**config.mk**
```make
export PLATFORM = sky130hd
export DESIGN_NAME = klein_key_gen_e
export DESIGN_NICKNAME = d
export VERILOG_FILES = /design/src/rtl/klein_key_gen_e.sv
export SDC_FILE = /design/constraint.sdc
export NUM_CORES = 1
export LEC_CHECK = 0
export BUFFER_PORTS_ARGS = -buffer_cell sky130_fd_sc_hd__buf_4
export CORE_ASPECT_RATIO = 0.5
export CORE_MARGIN = 8
export CORE_UTILIZATION = 53
export CTS_BUF_LIST = sky130_fd_sc_hd__clkbuf_8 sky130_fd_sc_hd__clkbuf_16
export DETAILED_ROUTE_END_ITERATION = 8
export PLACE_DENSITY = 0.78
export SETUP_SLACK_MARGIN = 0.15
export SLEW_MARGIN = 20
export SYNTH_ARGS = -nofsm -noshare
export SYNTH_HDL_FRONTEND = slang
export SYNTH_SLANG_ARGS = --single-unit
```
**constraint.sdc**
```tcl
create_clock -name clk -period 4.95 [get_ports clk]
set_clock_uncertainty 0.15 [all_clocks]
set_input_delay 0.2475 -clock clk [delete_from_list [all_inputs] [get_ports clk]]
set_output_delay 0.2475 -clock clk [all_outputs]
set_load 0.005 [all_outputs]
```
**src/rtl/klein_key_gen_e.sv**
```systemverilog
// KLEIN-80 forward key schedule: loads an 80-bit master key and streams round keys 1..17.
// Optional final key export is enabled by defining KLEIN_KEYGEN_FINAL_KEY_EN.
module klein_key_gen_e (
  input  logic        clk,
  input  logic        rst,
  input  logic [79:0] key_in,
  input  logic        key_valid,
  output logic        key_ready,
  output logic [63:0] rk_data,
  output logic [4:0]  rk_round,
  output logic        rk_valid,
  input  logic        rk_ready
`ifdef KLEIN_KEYGEN_FINAL_KEY_EN
  ,
  output logic [79:0] final_key,
  output logic        final_valid
`endif
);

  typedef enum logic [0:0] {StIdle, StRun} state_e;

  state_e      state_q, state_d;
  logic [79:0] k_q, k_d;
  logic [4:0]  i_q, i_d;
  logic        load, xfer, last;

  function automatic logic [3:0] sbox(input logic [3:0] x);
    logic [3:0] y;
    unique case (x)
      4'h0: y = 4'h7;
      4'h1: y = 4'h4;
      4'h2: y = 4'hA;
      4'h3: y = 4'h9;
      4'h4: y = 4'h1;
      4'h5: y = 4'hF;
      4'h6: y = 4'hB;
      4'h7: y = 4'h0;
      4'h8: y = 4'hC;
      4'h9: y = 4'h3;
      4'hA: y = 4'h2;
      4'hB: y = 4'h6;
      4'hC: y = 4'h8;
      4'hD: y = 4'hE;
      4'hE: y = 4'hD;
      default: y = 4'h5;
    endcase
    return y;
  endfunction

  // One schedule step: byte-rotate both halves, Feistel-like mix, round constant, S-boxes.
  function automatic logic [79:0] klein_update(input logic [79:0] k, input logic [4:0] rnd);
    logic [39:0] a_rot, b_rot, a_n, b_n;
    a_rot = {k[71:40], k[79:72]};
    b_rot = {k[31:0], k[39:32]};
    a_n = b_rot;
    a_n[23:16] = a_n[23:16] ^ {3'b000, rnd};
    b_n = a_rot ^ b_rot;
    b_n[31:28] = sbox(b_n[31:28]);
    b_n[27:24] = sbox(b_n[27:24]);
    b_n[23:20] = sbox(b_n[23:20]);
    b_n[19:16] = sbox(b_n[19:16]);
    return {a_n, b_n};
  endfunction

  // State register
  always_ff @(posedge clk or posedge rst) begin
    if (rst) begin
      state_q <= StIdle;
    end else begin
      state_q <= state_d;
    end
  end

  // Next-state logic
  always_comb begin
    state_d = state_q;
    unique case (state_q)
      StIdle:  if (key_valid) state_d = StRun;
      StRun:   if (rk_ready && last) state_d = StIdle;
      default: state_d = StIdle;
    endcase
  end

  // Output logic
  always_comb begin
    key_ready = (state_q == StIdle);
    rk_valid  = (state_q == StRun);
  end

  assign rk_data  = k_q[79:16];
  assign rk_round = i_q;
  assign load     = key_ready && key_valid;
  assign xfer     = rk_valid && rk_ready;
  assign last     = (i_q == 5'd17);

  always_comb begin
    k_d = k_q;
    i_d = i_q;
    if (load) begin
      k_d = key_in;
      i_d = 5'd1;
    end else if (xfer && !last) begin
      k_d = klein_update(k_q, i_q);
      i_d = i_q + 5'd1;
    end
  end

  always_ff @(posedge clk or posedge rst) begin
    if (rst) begin
      k_q <= '0;
      i_q <= '0;
    end else begin
      k_q <= k_d;
      i_q <= i_d;
    end
  end

`ifdef KLEIN_KEYGEN_FINAL_KEY_EN
  logic [79:0] final_key_q, final_key_d;
  logic        final_valid_q, final_valid_d;

  // Captured on the last transfer: the starting key of the decryption-direction schedule.
  always_comb begin
    final_key_d   = final_key_q;
    final_valid_d = final_valid_q;
    if (load) begin
      final_valid_d = 1'b0;
    end else if (xfer && last) begin
      final_key_d   = k_q;
      final_valid_d = 1'b1;
    end
  end

  always_ff @(posedge clk or posedge rst) begin
    if (rst) begin
      final_key_q   <= '0;
      final_valid_q <= 1'b0;
    end else begin
      final_key_q   <= final_key_d;
      final_valid_q <= final_valid_d;
    end
  end

  assign final_key   = final_key_q;
  assign final_valid = final_valid_q;
`endif

endmodule

```
==> results of run 1 <==
## cell usage after synthesis (3+ instances only)
library cell and number:
nor2_1 56, a31oi_1 40, o2bb2ai_1 4, a211oi_1 3, xor2_1 10, o21ai_1 66, buf_4 67, xor2_2 4
buf_2 8, nand2_1 117, a2bb2oi_1 5, dfrtp_1 86, mux2i_1 6, o21ai_0 11, inv_2 4, o22ai_1 3
xnor2_1 41, clkbuf_1 32, nand3_1 35, a21oi_1 11, nor3_1 9, inv_1 8, ha_1 10
## registers in the layout (all words and copies together) (netlist names)
name / count
k_q: 80
rk_round: 5
rk_valid: 1
## path summary, 6_finish.rpt
path / startpoint / end / slack [ns] / cells after the start
setup / recovery: rk_valid / k_q[30] / 2.08 / 6
hold / removal: key_in[0] / k_q[0] / -0.0007 / 3
setup reg to reg: rk_valid / k_q[30] / 2.08 / 6
hold reg to reg: k_q[66] / k_q[66] / 0.43 / 2
max in group asynchronous: rst / k_q[20] / 3.21 / 4
min in group asynchronous: rst / k_q[35] / 0.25 / 3
## cell type report
type / count / area [um^2] / area share
multi-input combinational: 464 / 2710 / 0.393
sequential: 86 / 2150 / 0.312
timing repair buffer: 192 / 1540 / 0.223
clock buffer: 12 / 267 / 0.0386
tap: 140 / 175 / 0.0254
inverter: 13 / 50.0 / 0.00726
clock inverter: 2 / 8.76 / 0.00127
## report_power, final
part           leakage, nW  switching (W)  internal (W)
combinational         1.94        0.00158       0.00147
clock                0.142       0.000267      0.000373
sequential            1.00       0.000574       0.00108
total                 3.08        0.00242       0.00292
## metrics by stage
stage	hold slack [ns]	setup WS (ns)	total power [W]	instances	util
global route	0.0101	1.91	0.00575	909	0.675
global placement	0.0520	2.20	0.00451	864	0.616
floorplan	0.220	2.33	0.00386	670	-
detailed placement	0.0503	2.13	0.00461	864	0.616
CTS	0.00145	2.10	0.00530	908	0.672
finish	-0.000688	2.08	0.00534	909	0.675
## per-layer routing
| layer | wire length, um | vias up |
|---|---|---|
| met4 | 362 | 0 |
| met1 | 7610 | 2532 |
| met2 | 7710 | 234 |
| li1 | - | 2414 |
| met3 | 1610 | 31 |
| met5 | 0 | - |
## worst max-delay path, stage by stage, from the launching register on
cell and delay, ns:
dfrtp_1 0.44, and2_1 0.15, buf_4 0.31, and2_2 0.84, buf_4 0.52, o21ai_1 0.14
a31o_1 0.20
## logic make-up after synthesis
kind of cell	count (synthesis)	share of synthesized area
compound gates	159	0.170
xor+xnor	57	0.102
fa+ha+maj	10	0.0225
buf+inv	120	0.128
flops	86	0.387
mux	9	0.0189
simple gates	229	0.171
## what timing repair did
action                    in CTS  in global routing
hold buffers                  30                  0
hold endpoints to repair      45                  0
resized for setup              0                  0
==> qor.yml, run 1 <==
vias_per_cell: 5.73
drc: 0
async_flop_share: 1.00
fin_crit_sh: 0.580
netlist_instances: 670
path_class: "flip-flop to flip-flop"
p_leak_nw: 3.08
synth_edf_count: 0
ant_nets: 0
slew_viol_final: 0
drive_above_1_share: 0.251
synth_cell_types: 51
design_area_um2: 6900
endpoint_kind: "flip-flop"
final_hold_viol_count: 1
busiest_layer: "met2"
hold-worst-slack_ns: -0.000688
fmax_ghz: 0.348
worst_pin_slew_ns: 1.04
yosys_register_bits: 86
setup_viol_count_final: 0
htreeDepth: 3
grt_pass1_vias: 5078
grt_start_max_net_pins: 71
final_cell_mix: "buf_4 (161), nand2_1 (117), dfrtp_1 (86)"
rsz0062_at_grt: "no"
final_nets: 860
critPathArrivalTime_ns: 2.95
worst_setup_hold_path_clk_slew_ns: 0.06
wirelength_um: 17300
gr-usage-met1: 0.327
status: "finished with violations"
wl_per_cell_um: 19.0
cap_violations: 0
tns_ns: 0
syn_area_um2: 5560
start_util: 0.544
cts_made_buffers: 9
grt-ovfl-total: 0
crit_fanout: 48
synth.top_cell.area_share: 0.387
use_met3: 0.0631
place_hpwl_um: 12400
post-route-min-period_ns: 2.87
ys.flop_type: "dfrtp_1"
antenna_found_initial: 0
die_area_um2: 14200
synthTopCellsByArea: "dfrtp_1 (39%), buf_4 (9.0%), nand2_1 (7.9%)"
portBuffers: 154
vias: 5211
p_per_area_nw_per_um2: 774
worstSkewPairLatency_ns: 0.34
required_ns: 5.03
hold_path_class: "input port to flip-flop"
syn_area_per_cell_um2: 8.30
violations: "negative hold slack"
grt_use_met2: 0.368
core_um2: 10200
areaGrowthSynthToFinish_pct: 24.0
grt_pass1_wl_um: 27100
dr.pass1.iters: 5
fp.dieW_um: 161
yosysWarnings: 0
synth_top_area_cell: "dfrtp_1"
track_usage: 0.240
cts_tree: "built"
cts_setup_buffers: 0
ir_drop_mv: 0.251
antenna_cells: 0
fill_cells: 855
slew_headroom: 0.306
die_y_um: 88.4
ios: 155
dpl_cell_area_um2: 6290
seq_area_frac_synth: 0.387
clockBufferDepth: 2
cts_sinks: 86
root_buffer: "clkbuf_16"
row_count: 26
first_iter_violations: 602
final_common_cell: "buf_4"
critPathLaunchType: "flip-flop"
syn_nets: 764
gp_congestion: 0.912
(Power assumes the default switching activity.)
==> run 2: changes to the inputs <==
CORE_UTILIZATION = 48   (was 53)
PLACE_DENSITY = 0.74   (was 0.78)
clock period = 2.4 ns   (was 4.95 ns; I/O delays follow)
==> qor.yml, run 2 (synthesis gave the netlist of run 1 again) <==
die_y_um: 92.1  # +4.2%
vias_per_cell: 5.49  # -4.2%
ios: 155  # unchanged
use_met3: 0.0543  # -0.00884
htreeDepth: 3  # unchanged
reg2regPathDepth: 6  # unchanged
hold-worst-slack_ns: 0.0932  # +0.0939 ns
grt-ovfl-total: 0  # unchanged
regMostFlops: "k_q"
r2r_end: "k_q[27]"
busiest_layer: "met2"
crit_buf_inv: 1  # -1
post-route-min-period_ns: 2.05  # -0.823 ns
r2r_setup_slack_ns: 0.35  # -1.73 ns
clockBufferDepth: 2  # unchanged
rsz0062_at_grt: "no"
ir_drop_mv: 0.557  # +120%
multiInputGateArea_um2: 2710  # unchanged
grt_use_met2: 0.355  # -0.0133
cts_made_buffers: 9  # unchanged
final_core_util: 0.676  # +0.000711
critPathLaunch: "rk_round[0]"
final_hold_viol_count: 0  # -1
fmax_ghz: 0.489  # +40%
critPathArrivalTime_ns: 2.16  # -0.79 ns
core_um2: 11100  # +9.1%
tns_ns: 0  # unchanged
die_area_um2: 15500  # +8.9%
first_iter_violations: 369  # -39%
antenna_found_initial: 1  # +1
wirelength_um: 18100  # +4.9%
cts_setup_buffers: 0  # unchanged
cpMaxStageDelayCell: "dfrtp_1"
path_class: "flip-flop to flip-flop"
start_util: 0.499  # -0.0456
cts_tree: "built"
slew_viol_final: 0  # unchanged
ant_nets: 0  # unchanged
root_buffer: "clkbuf_16"
crit_end: "k_q[27]"
cts_sinks: 86  # unchanged
vias: 5372  # +3.1%
cap_violations: 0  # unchanged
crit_fanout: 35  # -27%
fin_crit_sh: 0.853  # +0.273
grt_pass1_wl_um: 28900  # +6.5%
gp_congestion: 0.895  # -1.9%
cp_slowest_stage_delay_ns: 0.46  # -0.38 ns
grt_start_max_net_pins: 87  # +23%
path_cells: "ha_1, nand4bb_1, and2_2, buf_4, o221ai_1, a21oi_1"
p_per_area_nw_per_um2: 1500  # +94%
fill_cells: 874  # +2.2%
largest_reg_flops: 80  # unchanged
endpoint_kind: "flip-flop"
final_common_cell: "buf_4"
cp.depth: 6  # unchanged
required_ns: 2.51  # -2.52 ns
slew_headroom: 0.533  # +0.227
dr.pass1.iters: 5  # unchanged
p_leak_nw: 3.35  # +8.5%
rr_startpoint: "rk_round[0]"
critPathLaunchType: "flip-flop"
setup_viol_count_final: 0  # unchanged
worst_setup_hold_path_clk_slew_ns: 0.06  # about the same
drc: 0  # unchanged
wl_per_cell_um: 18.6  # -2.5%
place_hpwl_um: 12700  # +2.3%
drive_above_1_share: 0.244  # -0.00669
worst_pin_slew_ns: 0.695  # -0.345 ns
track_usage: 0.233  # -0.00643
portBuffers: 154  # unchanged
status: "completed"
path_delay_family: "flip-flops"
fp.dieW_um: 168  # +4.6%
grt_pass1_vias: 5213  # +2.7%
hold_path_class: "input port to flip-flop"
worstSkewPairLatency_ns: 0.34  # about the same
areaGrowthSynthToFinish_pct: 35.5
register_area_um2: 2150  # unchanged
row_count: 27  # +3.8%
final_cell_mix: "buf_4 (167), nand2_1 (117), dfrtp_1 (86)"
gr-usage-met1: 0.324  # -0.00330
final_nets: 920  # +7.0%
## run 2: worst min-delay path by stage
stage / start / endpoint / slack [ns] / cells after the start
floorplan: key_in[0] / k_q[0] / 0.09 / 2
global placement: rst / k_q[30] / 0.14 / 3
detailed placement: rst / k_q[30] / 0.14 / 3
CTS: key_valid / k_q[52] / 0.08 / 3
global route: key_valid / k_q[52] / 0.09 / 3
finish: key_valid / k_q[52] / 0.09 / 3
## run 2: power by group
group	leakage, nW	switching (W)	internal, W
combinational	2.20	0.00332	0.00319
sequential	1.00	0.00115	0.00223
clock	0.146	0.000594	0.000832
## run 2: layer usage
layer	wire, um	vias up
met3	1470	27
li1	-	2543
met2	8190	254
met5	0	-
met4	347	0
met1	8140	2548
## run 2: final cells by class
class | count | area share
multi-input cells | 464 | 0.359
flip-flops and latches | 86 | 0.286
repair buffers | 252 | 0.283
clock buffers | 10 | 0.0317
well taps | 145 | 0.0241
clock inverters | 6 | 0.00830
inverters | 13 | 0.00697
diodes | 2 | 0.000664
## run 2: worst reg2reg max path, stage by stage, from the launching register on
cell and delay, ns:
dfrtp_1 0.46, ha_1 0.23, nand4bb_1 0.15, and2_2 0.21, buf_4 0.36, o221ai_1 0.24
a21oi_1 0.17
## run 2: through the flow
step	instance area (um^2)	total power (W)	worst slack, ns	instances
floorplan	5560	0.00796	0.473	670
CTS	7530	0.0113	0.374	976
global route	7530	0.0122	0.185	977
detailed placement	6410	0.00969	0.396	878
global placement	6410	0.00950	0.429	878
finish	7530	0.0113	0.353	978
## run 2: timing repair
action / CTS / global route
resized for setup: 0 / 0
hold endpoints to repair: 167 / 0
hold buffers: 82 / 0
==> run 3: changes to the inputs <==
CORE_MARGIN = 1.5   (was 8)
CORE_UTILIZATION = 28   (was 48)
PLACE_DENSITY = 0.47   (was 0.74)
==> qor.yml, run 3 (synthesis gave the netlist of run 1 again) <==
ir_drop_mv: 0.491  # -12%
worstSkewPairLatency_ns: 0.35  # about the same
grt-ovfl-total: 0  # unchanged
worst_pin_slew_ns: 0.647  # -0.0484 ns
multiInputGateArea_um2: 2710  # unchanged
design_area_um2: 7760  # +2.9%
core_um2: 19500  # +75%
required_ns: 2.52  # about the same
ant_nets: 0  # unchanged
cts_made_buffers: 9  # unchanged
dr.pass1.iters: 5  # unchanged
postCtsResizedCells: 0  # unchanged
grt_pass1_wl_um: 29600  # +2.7%
vias: 5173  # -3.7%
slew_viol_final: 0  # unchanged
slew_headroom: 0.566  # +0.0325
cts_setup_buffers: 0  # unchanged
antenna_found_initial: 0  # -1
cts_sinks: 86  # unchanged
cap_violations: 0  # unchanged
setup_viol_count_final: 0  # unchanged
vias_per_cell: 4.70  # -14%
dpl_cell_area_um2: 6600  # +3.0%
drive_above_1_share: 0.249  # +0.00482
wirelength_um: 19600  # +8.1%
post-route-min-period_ns: 2.07  # +0.0218 ns
ios: 155  # unchanged
grt_start_max_net_pins: 61  # -30%
gp_congestion: 0.826  # -7.7%
register_area_um2: 2150  # unchanged
swShare: 0.449  # +0.00122
portBuffers: 154  # unchanged
path_class: "flip-flop to flip-flop"
critPathArrivalTime_ns: 2.19  # +0.03 ns
hold-worst-slack_ns: 0.116  # +0.0231 ns
track_usage: 0.187  # -0.0469
final_hold_viol_count: 0  # unchanged
clockBufferDepth: 2  # unchanged
worst_setup_hold_path_clk_slew_ns: 0.07  # about the same
fmax_ghz: 0.483  # -1.1%
grt_pass1_vias: 4971  # -4.6%
start_util: 0.286  # -0.213
die_area_um2: 20800  # +34%
die_y_um: 103  # +11%
cts_tree: "built"
htreeDepth: 3  # unchanged
antenna_cells: 0  # -2
fin_crit_sh: 0.862  # +0.00908
crit_fanout: 60  # +71%
final_cell_mix: "buf_4 (170), nand2_1 (117), dfrtp_1 (86)"
fill_cells: 2024  # +130%
endpoint_kind: "flip-flop"
fin_cells: 1101  # +13%
pwr-share-seq: 0.297  # -0.002
dp_cells: 1003  # +14%
areaGrowthSynthToFinish_pct: 39.5
rsz0062_at_grt: "no"
tns_ns: 0  # unchanged
root_buffer: "clkbuf_16"
p_sw_w: 0.00520  # +2.6%
regMostFlops: "k_q"
wl_per_cell_um: 17.8  # -4.0%
critPathLaunchType: "flip-flop"
place_hpwl_um: 14100  # +11%
p_int_w: 0.00638  # +2.1%
drc: 0  # unchanged
clkPwrFrac: 0.140  # +0.014
row_count: 36  # +33%
status: "completed"
p_leak_nw: 3.39  # +1.3%
final_nets: 924  # +0.43%
first_iter_violations: 343  # -7.0%
pwr-share-comb: 0.564  # -0.011
hold_path_class: "input port to flip-flop"
final_common_cell: "buf_4"
largest_reg_flops: 80  # unchanged
p_per_area_nw_per_um2: 1490  # -0.58%
fp.dieW_um: 202  # +20%
==> run 3: cell count changes in the layout (fill, tap and decap cells not counted), sizes merged <==
| cell | delta |
|---|---|
| buf | +4 |
| bufinv | +1 |
| clkbuf | -1 |
| clkinv | -2 |
| clkinvlp | -2 |
| diode | -2 |
| inv | +4 |
==> run 3: power by group through the flow <==
stage / combinational [W] / sequential (W) / clock, W
final: 0.00653 / 0.00343 / 0.00162
after global routing: 0.00733 / 0.00355 / 0.00172
after CTS: 0.00654 / 0.00345 / 0.00165
after detailed placement: 0.00640 / 0.00346 / 0
after global placement: 0.00635 / 0.00347 / 0
after floorplan: 0.00499 / 0.00298 / 0
==> run 3: what timing repair did <==
| action | in CTS | in global routing |
|---|---|---|
| endpoints found under the hold margin | 96 | 0 |
| endpoints found under the setup margin | 0 | 0 |
| hold buffers | 82 | 0 |
==> run 3: routing by layer <==
layer | part of all wire | GRT usage | routed length [um]
met3 | 0.047 | 0.0300 | 929
met1 | 0.50 | 0.280 | 9800
met2 | 0.45 | 0.286 | 8780
met4 | 0.0056 | 0.0291 | 109
met5 | 0 | 0 | 0
==> run 3: critical path: stages (launching register included) <==
cell and delay, ns:
dfrtp_1 0.46, ha_1 0.23, nand4bb_1 0.24, and2_2 0.24, buf_12 0.28, nand2_1 0.19, a31oi_1 0.18
==> run 3: final cells by class <==
class                           count  area share
Tap cell                          266      0.0429
Clock buffer                        9      0.0290
Inverter                           13     0.00678
Timing Repair Buffer              256       0.281
Clock inverter                      7      0.0140
Sequential cell                    86       0.277
Multi-Input combinational cell    464       0.349
==> run 3: final timing paths <==
path / from / end / slack, ns / cells after the start
worst max-delay path: rk_round[0] / k_q[61] / 0.33 / 6
worst min-delay path: key_valid / rk_round[0] / 0.12 / 4
worst max register to register: rk_round[0] / k_q[61] / 0.33 / 6
worst min register to register: k_q[0] / k_q[48] / 0.43 / 2
max in group asynchronous: rst / k_q[12] / 1.26 / 4
min in group asynchronous: rst / k_q[70] / 0.19 / 3
==> run 3: per-stage QoR <==
step           total power [W]  utilization  setup WS, ns
2_1_floorplan          0.00796            -         0.473
3_3_place_gp           0.00982        0.339         0.382
3_5_place_dp           0.00986        0.339         0.361
4_1_cts                 0.0116        0.399         0.346
5_1_grt                 0.0126        0.399         0.203
6_report                0.0116        0.399         0.331
